==> src/rtl/bp_pkg.sv <==
// Shared definitions for the branch-predictor counter table controller:
// FSM encoding, init value and the 2-bit saturating counter update.
package bp_pkg;

    typedef enum logic [1:0] {
        ST_INIT   = 2'd0,
        ST_IDLE   = 2'd1,
        ST_UPD_RD = 2'd2,
        ST_UPD_WR = 2'd3
    } bp_state_e;

    // Weakly not-taken.
    localparam logic [1:0] BP_INIT_VAL = 2'b01;

    function automatic logic [1:0] bp_ctr_next(input logic [1:0] ctr, input logic taken);
        logic [1:0] nxt;
        nxt = ctr;
        if (taken) begin
            if (ctr != 2'b11) nxt = ctr + 2'd1;
        end else begin
            if (ctr != 2'b00) nxt = ctr - 2'd1;
        end
        return nxt;
    endfunction

endpackage

==> src/rtl/bp_upd_fifo.sv <==
// Update queue: circular buffer with count-based full/empty. Push is ignored
// when full and pop is ignored when empty, so callers can gate loosely.
module bp_upd_fifo #(
    parameter int WIDTH = 9,
    parameter int DEPTH = 4
) (
    input  logic                     clk,
    input  logic                     rst,
    input  logic                     i_clr,
    input  logic                     i_push,
    input  logic [WIDTH-1:0]         i_data,
    input  logic                     i_pop,
    output logic [WIDTH-1:0]         o_head,
    output logic                     o_full,
    output logic                     o_empty,
    output logic [$clog2(DEPTH):0]   o_count
);

    localparam int PW = $clog2(DEPTH);
    localparam logic [PW:0] CNT_FULL = (PW+1)'(DEPTH);

    logic [WIDTH-1:0] r_mem [DEPTH];
    logic [PW-1:0]    r_wr_ptr;
    logic [PW-1:0]    r_rd_ptr;
    logic [PW:0]      r_count;
    logic             w_push;
    logic             w_pop;

    assign o_full  = (r_count == CNT_FULL);
    assign o_empty = (r_count == '0);
    assign o_count = r_count;
    assign o_head  = r_mem[r_rd_ptr];

    assign w_push = i_push & ~o_full;
    assign w_pop  = i_pop & ~o_empty;

    always_ff @(posedge clk) begin
        if (rst || i_clr) begin
            r_wr_ptr <= '0;
            r_rd_ptr <= '0;
            r_count  <= '0;
        end else begin
            if (w_push) r_wr_ptr <= r_wr_ptr + 1'b1;
            if (w_pop)  r_rd_ptr <= r_rd_ptr + 1'b1;
            case ({w_push, w_pop})
                2'b10:   r_count <= r_count + 1'b1;
                2'b01:   r_count <= r_count - 1'b1;
                default: r_count <= r_count;
            endcase
        end
    end

    always_ff @(posedge clk) begin
        if (w_push) r_mem[r_wr_ptr] <= i_data;
    end

endmodule

==> src/rtl/bp_update_ctrl.sv <==
// Arbitrates a single-port 2-bit counter table between fetch-stage prediction
// reads and queued read-modify-write updates from execute; also runs table init.
module bp_update_ctrl
    import bp_pkg::*;
#(
    parameter int         IDX_BITS   = 8,
    parameter int         FIFO_DEPTH = 4,
    parameter logic [1:0] INIT_VAL   = BP_INIT_VAL
) (
    input  logic                clk,
    input  logic                rst,
    input  logic                soft_clear,
    input  logic                fetch_req,
    input  logic [31:0]         fetch_pc,
    output logic                fetch_stall,
    output logic                pred_valid,
    output logic                pred_taken,
    input  logic                exec_valid,
    input  logic [31:0]         exec_pc,
    input  logic                exec_taken,
    output logic                exec_ready,
    output logic                init_busy,
    output logic [IDX_BITS-1:0] tbl_addr,
    output logic                tbl_en,
    output logic                tbl_we,
    output logic [1:0]          tbl_wdata,
    input  logic [1:0]          tbl_rdata
);

    localparam int QW = IDX_BITS + 1;
    localparam int CW = $clog2(FIFO_DEPTH) + 1;

    bp_state_e           r_state;
    bp_state_e           w_state_nxt;
    logic [IDX_BITS-1:0] r_init_addr;
    logic [IDX_BITS-1:0] r_upd_idx;
    logic                r_upd_taken;
    logic                r_pred_valid;

    logic [IDX_BITS-1:0] w_fetch_idx;
    logic [IDX_BITS-1:0] w_exec_idx;
    logic                w_grant;
    logic                w_push;
    logic                w_pop;
    logic [QW-1:0]       w_head;
    logic                w_full;
    logic                w_empty;
    logic [CW-1:0]       w_fifo_count;
    logic                w_clr;
    logic                w_unused;

    assign w_fetch_idx = fetch_pc[IDX_BITS+1:2];
    assign w_exec_idx  = exec_pc[IDX_BITS+1:2];
    assign w_push      = exec_valid & exec_ready;
    // rst already forces the same outcome, so the clear only acts outside reset.
    assign w_clr       = soft_clear & ~rst;
    assign w_unused    = ^{fetch_pc[31:IDX_BITS+2], fetch_pc[1:0],
                           exec_pc[31:IDX_BITS+2], exec_pc[1:0], w_fifo_count};

    bp_upd_fifo #(
        .WIDTH (QW),
        .DEPTH (FIFO_DEPTH)
    ) u_fifo (
        .clk     (clk),
        .rst     (rst),
        .i_clr   (w_clr),
        .i_push  (w_push),
        .i_data  ({w_exec_idx, exec_taken}),
        .i_pop   (w_pop),
        .o_head  (w_head),
        .o_full  (w_full),
        .o_empty (w_empty),
        .o_count (w_fifo_count)
    );

    always_comb begin
        w_state_nxt = r_state;
        w_grant     = 1'b0;
        w_pop       = 1'b0;
        tbl_en      = 1'b0;
        tbl_we      = 1'b0;
        tbl_addr    = r_upd_idx;
        tbl_wdata   = INIT_VAL;
        init_busy   = 1'b0;
        exec_ready  = ~w_full & ~w_clr;
        case (r_state)
            ST_INIT: begin
                init_busy  = 1'b1;
                exec_ready = 1'b0;
                tbl_en     = 1'b1;
                tbl_we     = 1'b1;
                tbl_addr   = r_init_addr;
                if (r_init_addr == '1) w_state_nxt = ST_IDLE;
            end
            ST_IDLE: begin
                // A full queue must drain or execute would stall indefinitely.
                if (w_full) begin
                    w_pop       = 1'b1;
                    w_state_nxt = ST_UPD_RD;
                end else if (fetch_req) begin
                    w_grant  = 1'b1;
                    tbl_en   = 1'b1;
                    tbl_addr = w_fetch_idx;
                end else if (!w_empty) begin
                    w_pop       = 1'b1;
                    w_state_nxt = ST_UPD_RD;
                end
            end
            ST_UPD_RD: begin
                tbl_en      = 1'b1;
                w_state_nxt = ST_UPD_WR;
            end
            ST_UPD_WR: begin
                tbl_en      = 1'b1;
                tbl_we      = 1'b1;
                tbl_wdata   = bp_ctr_next(tbl_rdata, r_upd_taken);
                w_state_nxt = ST_IDLE;
            end
            default: w_state_nxt = ST_INIT;
        endcase
        if (w_clr) begin
            w_state_nxt = ST_INIT;
            w_grant     = 1'b0;
            w_pop       = 1'b0;
            tbl_en      = 1'b0;
            tbl_we      = 1'b0;
        end
    end

    assign fetch_stall = fetch_req & ~w_grant;
    assign pred_valid  = r_pred_valid;
    assign pred_taken  = r_pred_valid & tbl_rdata[1];

    always_ff @(posedge clk) begin
        if (rst) begin
            r_state      <= ST_INIT;
            r_init_addr  <= '0;
            r_pred_valid <= 1'b0;
        end else begin
            r_state      <= w_state_nxt;
            r_pred_valid <= w_grant;
            if (r_state == ST_INIT && !soft_clear)
                r_init_addr <= r_init_addr + 1'b1;
            else
                r_init_addr <= '0;
        end
    end

    always_ff @(posedge clk) begin
        if (w_pop) {r_upd_idx, r_upd_taken} <= w_head;
    end

endmodule
==> config.mk <==
export PLATFORM = sky130hd
export DESIGN_NAME = bp_update_ctrl
export DESIGN_NICKNAME = d
export VERILOG_FILES = /design/src/rtl/bp_pkg.sv /design/src/rtl/bp_upd_fifo.sv /design/src/rtl/bp_update_ctrl.sv
export SDC_FILE = /design/constraint.sdc
export NUM_CORES = 1
export LEC_CHECK = 0
export ABC_CLOCK_PERIOD_IN_PS = 3290
export CAP_MARGIN = 30
export CELL_PAD_IN_SITES_DETAIL_PLACEMENT = 1
export CELL_PAD_IN_SITES_GLOBAL_PLACEMENT = 2
export CORE_MARGIN = 2
export CORE_UTILIZATION = 25
export DETAILED_ROUTE_END_ITERATION = 16
export PLACE_DENSITY = 0.68
export SLEW_MARGIN = 30
export SYNTH_ARGS = -nofsm -noshare
export SYNTH_HDL_FRONTEND = slang
export SYNTH_SLANG_ARGS = --single-unit
==> constraint.sdc <==
create_clock -name clk -period 3.29 [get_ports clk]
set_input_delay 0.4935 -clock clk [delete_from_list [all_inputs] [get_ports clk]]
set_output_delay 0.4935 -clock clk [all_outputs]
set_load 0.1 [all_outputs]
# ---- Word-level counts from Yosys, hierarchy flattened
# Memories as Yosys holds them, arrays and structs flattened. A register that Yosys moved wholly into a read port is not among the register bits.
# Index checks and enable logic that the tools add are counted.
dict set report word_totals {
  reg_bits 18
  output_inout_bits 17
  wordCells 80
  input_bits 72
  ram_bits 36
  n_memories 1
}
# memory words word_bits rd rd_clocked_by_memory_dff wr line
set memory_table {}
lappend memory_table {u_fifo.r_mem 4 9 1 1 1 bp_upd_fifo.sv:22} ;# logic [WIDTH-1:0] r_mem [DEPTH];
dict set report op_classes {
  add_sub_neg 7
  reduce_logical 12
  muxes 30
  eq_ne 11
  bitwise_logic 13
}
# op count
set op_table {}
lappend op_table {{2-to-1 mux 1 bit} 16}
lappend op_table {{2-to-1 mux 2 bit} 8}
lappend op_table {{2-to-1 mux 8 bit} 2}
lappend op_table {{one-hot mux 8 bit (2 select lines)} 1}
lappend op_table {{adder 8 x 1 -> 8 bit, second input constant} 1}
lappend op_table {{== test 8 bit, second input constant} 1}
lappend op_table {{one-hot mux 2 bit (4 select lines)} 1}
lappend op_table {{bitwise AND 1 bit} 7}
lappend op_table {{adder 2 x 1 -> 2 bit, second input constant} 3}
lappend op_table {{== test 2 bit, second input constant} 3}
lappend op_table {{!= test 3 x 2 -> 1 bit, second input constant} 2}
lappend op_table {{NOT 1 bit} 6}
lappend op_table {{one-hot mux 3 bit (2 select lines)} 1}
lappend op_table {{OR reduction 2 bit} 3}
lappend op_table {{== test 2 x 1 -> 1 bit, second input constant} 2}
lappend op_table {{!= test 2 bit, second input constant} 2}
lappend op_table {{nonzero test 2 bit} 2}
lappend op_table {{adder 3 x 1 -> 3 bit, second input constant} 1}
lappend op_table {{== test 3 bit, second input constant} 1}
lappend op_table {{logical NOT 3 bit} 1}
lappend op_table {{AND reduction 3 bit} 1}
lappend op_table {{OR reduction 3 bit} 1}
lappend op_table {{subtractor 3 x 1 -> 3 bit, second input constant} 1}
lappend op_table {{logical NOT 2 bit} 1}
lappend op_table {{5 further kinds} 5}

# ---- Logic depth before layout (Yosys ltp)
dict set report logic_depth {
  ltp_word 9
  ltp_mapped 11
}

# ---- Cells and area by module
# From an unflattened synthesis, not the netlist that was laid out.
dict set report unflattened {
  hier_cells 208
  hier_area_um2 2861.5
}
# module cells_per_inst n_inst seq_area_each_um2 area_each_um2
set modules_own_cells {}
lappend modules_own_cells {bp_upd_fifo 103 1 1261.2 1793.0}
lappend modules_own_cells {bp_update_ctrl 105 1 490.5 1068.5}

# ---- Least setup slack after synthesis
# OpenSTA, ideal clock, no wires.
dict set report synth_timing {
  path_kind {flip-flop to output port}
  from {register u_fifo.r_count[0] (netlist: u_fifo.o_count[0])}
  to {output port tbl_addr[0]}
  t_arrival_ns 3.081
  stages_incl_launch_ff 5
  path_slack_ns -0.284
  cell_sequence {dfxtp_1 or3b_4 nand2_4 mux2i_1 o21ai_0}
}
dict set report synth_via {
  elab_chain_len 3
}
# item line
set synth_lines {}
lappend synth_lines {{from (decl)} bp_upd_fifo.sv:25} ;# logic [PW:0] r_count;
lappend synth_lines {{from (signal assigned)} bp_upd_fifo.sv:46} ;# 2'b10: r_count <= r_count + 1'b1;
lappend synth_lines {{from (signal assigned)} bp_upd_fifo.sv:47} ;# 2'b01: r_count <= r_count - 1'b1;
lappend synth_lines {{from (signal assigned)} bp_upd_fifo.sv:48} ;# default: r_count <= r_count;
lappend synth_lines {{== test 3 bit} bp_upd_fifo.sv:29} ;# assign o_full = (r_count == CNT_FULL);
lappend synth_lines {{2-to-1 mux 8 bit} bp_update_ctrl.sv:97} ;# if (w_full) begin
lappend synth_lines {{one-hot mux 8 bit (2 select lines)} bp_update_ctrl.sv:86} ;# case (r_state)
lappend synth_lines {{to (decl)} bp_update_ctrl.sv:23} ;# output logic [IDX_BITS-1:0] tbl_addr,
# No other way between the ends.

# ---- Final worst setup path
dict set report layout_timing {
  from {register r_state[0]}
  to {output port tbl_addr[3]}
}
dict set report layout_via {
  elab_chain_len 2
}
# item line
set layout_lines {}
lappend layout_lines {{from (decl)} bp_update_ctrl.sv:33} ;# bp_state_e r_state;
lappend layout_lines {{from (signal assigned)} bp_update_ctrl.sv:140} ;# r_state <= w_state_nxt;
lappend layout_lines {{== test 2 x 1 -> 1 bit / logical NOT 2 bit (equally long branches)} bp_update_ctrl.sv:86}
lappend layout_lines {{one-hot mux 8 bit (2 select lines) (*)} bp_update_ctrl.sv:86}
# Mark *: on every way between the ends. The rest lies on a longest branch, timed or not.

==> metrics.csv <==
stage,metric,value,unit
run_status,outcome,"complete, no violations",
route,via count,1691,
clocking,TritonCTS Buffers,9,
synthesis,Synthesis Warnings,0,
min_path,Hold Path Class,flip-flop to flip-flop,
critical_path,Worst Reg2Reg Path Length in Cells,10,
critical_path,required time of the critical path,2.80,ns
grt,initial antenna violation count,0,
synthesis,"FF+latch count, synth",63,
clocking,clock slew at reported path FFs,0.07,ns
critical_path,"Arr. time, crit path",2.35,ns
clocking,TritonCTS clock tree,yes,
clocking,# resized after CTS,0,
sta,final setup fails,0,
clocking,Max clock buf depth,2,
placed_design,gp weighted congestion,0.7200,
sta,final worst-path cycle share,86.36,%
critical_path,Setup crit start kind,flip-flop,
route,# DRC,0,
critical_path,CP peak stage delay,0.52,ns
sta,fmax,352.0,MHz
final_layout,"most common cell after layout, fill and taps aside",edfxtp_1,
synthesis,syn_area_per_cell,13.88,µm²
placed_design,HPWL Detailed,4.157,mm
critical_path,reg2reg end,u_fifo.o_count[2]$_SDFFE_PP0P_,
route,DR WL/cell,14.71,µm
sta,"Hold Vio Cnt, Final",0,
grt,grt ovf,0,
sta,Final Max Slew Viols,0,
route,Avg Vias per Cell,4.303,
critical_path,Crit. End Element,output port,
sta,min Tclk post-route,2.841,ns
route,Pre-Repair DR Iteration Count,4,
grt,global-route wire length before repair,9.480,mm
grt,GRT Overall Usage,10.71,%
synthesis,Post-Syn Nets,283,
final_layout,layout cells sized above 1,18.97,%
power,leakage power,1.182,nW
grt,vias in the first global route,1825,
power,Worst VDD drop,183.6,µV
min_path,HP Start,r_init_addr[0]$_SDFF_PP0_,
critical_path,Reg-to-Reg Start,r_state[1]$_SDFFE_PP0P_,
die,chip width,109.4,µm
die,Core Box Area,10840,µm²
synthesis,post-synthesis sequential area ratio,61.68,%
die,full die area,11960,µm²
final_layout,final antenna diode count,0,
grt,largest net degree at the start of global routing,16,
synthesis,post-synth cell types,32,
min_path,hold path depth,1,
die,top-level I/O count,89,
critical_path,worst-path fanout max,15,
critical_path,crit-path cells,inv_1 -> ha_1 -> nor2_1 -> a22oi_1 -> o21ai_1 -> buf_4,
clocking,CTS Hold Bufs,0,
clocking,Num Clock Sinks,63,
final_layout,most frequent cells in the layout,"edfxtp_1, clkdlybuf4s50_1, buf_4, dfxtp_1, nor2_1",
die,Initial Util,25.60,%
min_path,Min-Delay Endpoint,r_init_addr[0]$_SDFF_PP0_,
die,Die H,109.4,µm
route,final wirelength,5.781,mm
power,PwrDens,436.7,nW/µm²
sta,Slew @ Worst Pin,0.9606,ns
route,Iteration-0 DRC Markers,53,
clocking,setup bufs post-CTS,0,
critical_path,Crit-path slowest cell,nor2_1,
sta,relative slew slack,35.76,%
synthesis,Post-Syn Instances,200,
critical_path,Reg2Reg Setup Slack,0.75,ns
final_layout,P&R area growth vs syn,25.07,%
placed_design,DP Cell Count,377,
final_layout,Post-Layout Cell Count,393,
clocking,worst skew pair latency,0.34,ns
clocking,H-tree depth,3,
final_layout,nets@finish,331,
route,Post-DRT Antenna Nets,0,
placed_design,I/O Buffers,40,
critical_path,type of the worst setup path,flip-flop to output port,
synthesis,Mapped Area,2775,µm²
run,max-cap violations,0,
die,row cnt,38,
sta,RSZ-0062 raised after global routing,false,
sta,Setup TNS Final,0,ns
sta,clock skew,0.006288,ns
clocking,Root Driver,clkbuf_8,
[worst max-delay path: cells and delay by family (launching register included)]
kind / cells / cell delay (ns)
AO/OA/AOI/OAI: 2 / 0.28
adder cells (fa/ha/maj): 1 / 0.39
buffers and inverters: 2 / 0.39
flip-flops: 1 / 0.42
AND/OR/NAND/NOR: 1 / 0.52
[synthesized netlist by cell type]
cell	instances	area, µm²
nand4_1	2	12.51
a22oi_1	8	60.06
nand2_4	1	11.26
mux4_2	9	202.7
or2_2	1	6.260
mux2i_1	10	100.1
nor3_1	1	5.000
nor2b_1	2	12.51
clkbuf_1	3	11.26
nor2_1	17	63.81
nand3_1	4	20.02
nor4bb_1	1	10.01
o31ai_2	1	12.51
buf_6	1	11.26
inv_1	9	33.78
fa_1	1	20.02
or3_1	4	25.02
ha_1	10	125.1
a21oi_1	4	20.02
and2_1	6	37.54
o21ai_0	14	70.07
buf_2	1	5.000
xnor2_1	4	35.03
a21boi_0	2	15.01
dfxtp_1	18	360.4
edfxtp_1	45	1351
nand2_1	8	30.03
or3b_4	1	11.26
o21ai_2	1	8.760
and2b_4	1	10.01
and3_1	4	25.02
xor2_1	6	52.55
[metal layers]
metal | global-route usage (%) | part of all wire, % | wire, µm
met3 | 3.557 | 4.7 | 273
met1 | 12.74 | 46 | 2655
met5 | 0 | 0 | 0
met4 | 4.882 | 2.1 | 120
met2 | 17.55 | 47 | 2731
[report_power, final]
| part | switching [mW] | total (mW) | internal [mW] |
|---|---|---|---|
| clock network | 0.310 | 0.582 | 0.272 |
| logic | 0.0479 | 0.0856 | 0.0377 |
| registers | 0.00129 | 0.848 | 0.847 |
[worst max-delay path by stage]
stage	startpoint	end
after floorplan	tbl_rdata[1]	tbl_wdata[1]
after global placement	fetch_req	u_fifo.o_count[2]$_SDFFE_PP0P_
after detailed placement	fetch_req	u_fifo.o_count[2]$_SDFFE_PP0P_
after CTS	r_state[0]$_SDFFE_PP0P_	tbl_addr[6]
after global routing	r_state[0]$_SDFFE_PP0P_	tbl_addr[6]
final	r_state[0]$_SDFFE_PP0P_	tbl_addr[3]
[sequential cells by signal (all words and copies together) (netlist names)]
name	count
r_upd_idx	8
u_fifo.r_mem	36
r_upd_taken	1
r_state	2
u_fifo.r_wr_ptr	2
r_init_addr	8
pred_valid	1
u_fifo.o_count	3
u_fifo.r_rd_ptr	2
[through the flow]
stage	util [%]	setup WS (ns)	hold slack, ns	area, µm²	total power [mW]
after CTS	32.02	0.3793	0.4871	3471	1.546
final	32.02	0.4488	0.4847	3471	1.516
after global placement	30.42	0.4343	0.4598	3298	0.9517
after global routing	32.02	0.1343	0.4986	3471	1.580
after detailed placement	30.42	0.3953	0.4698	3298	0.9527
after floorplan	-	0.04553	0.4260	2775	0.9067
[final cells by class]
type	count	area, µm²
Sequential cell	63	1712
Inverter	9	33.78
Fill cell	1185	7370
Multi-Input combinational cell	123	1002
Tap cell	140	175.2
Timing Repair Buffer	42	375.4
Clock buffer	9	123.9
Clock inverter	7	48.80
[kinds of logic after synthesis]
logic type	count (synthesis)	share of synthesized area, %
adder cells (fa/ha/maj)	11	5.230
AND/OR/NAND/NOR	53	10.10
AO/OA/AOI/OAI	30	6.718
XOR/XNOR	10	3.156
flip-flops	63	61.68
multiplexers	19	10.91
buffers and inverters	14	2.209
Note: power is estimated with default switching activity, not from simulation.
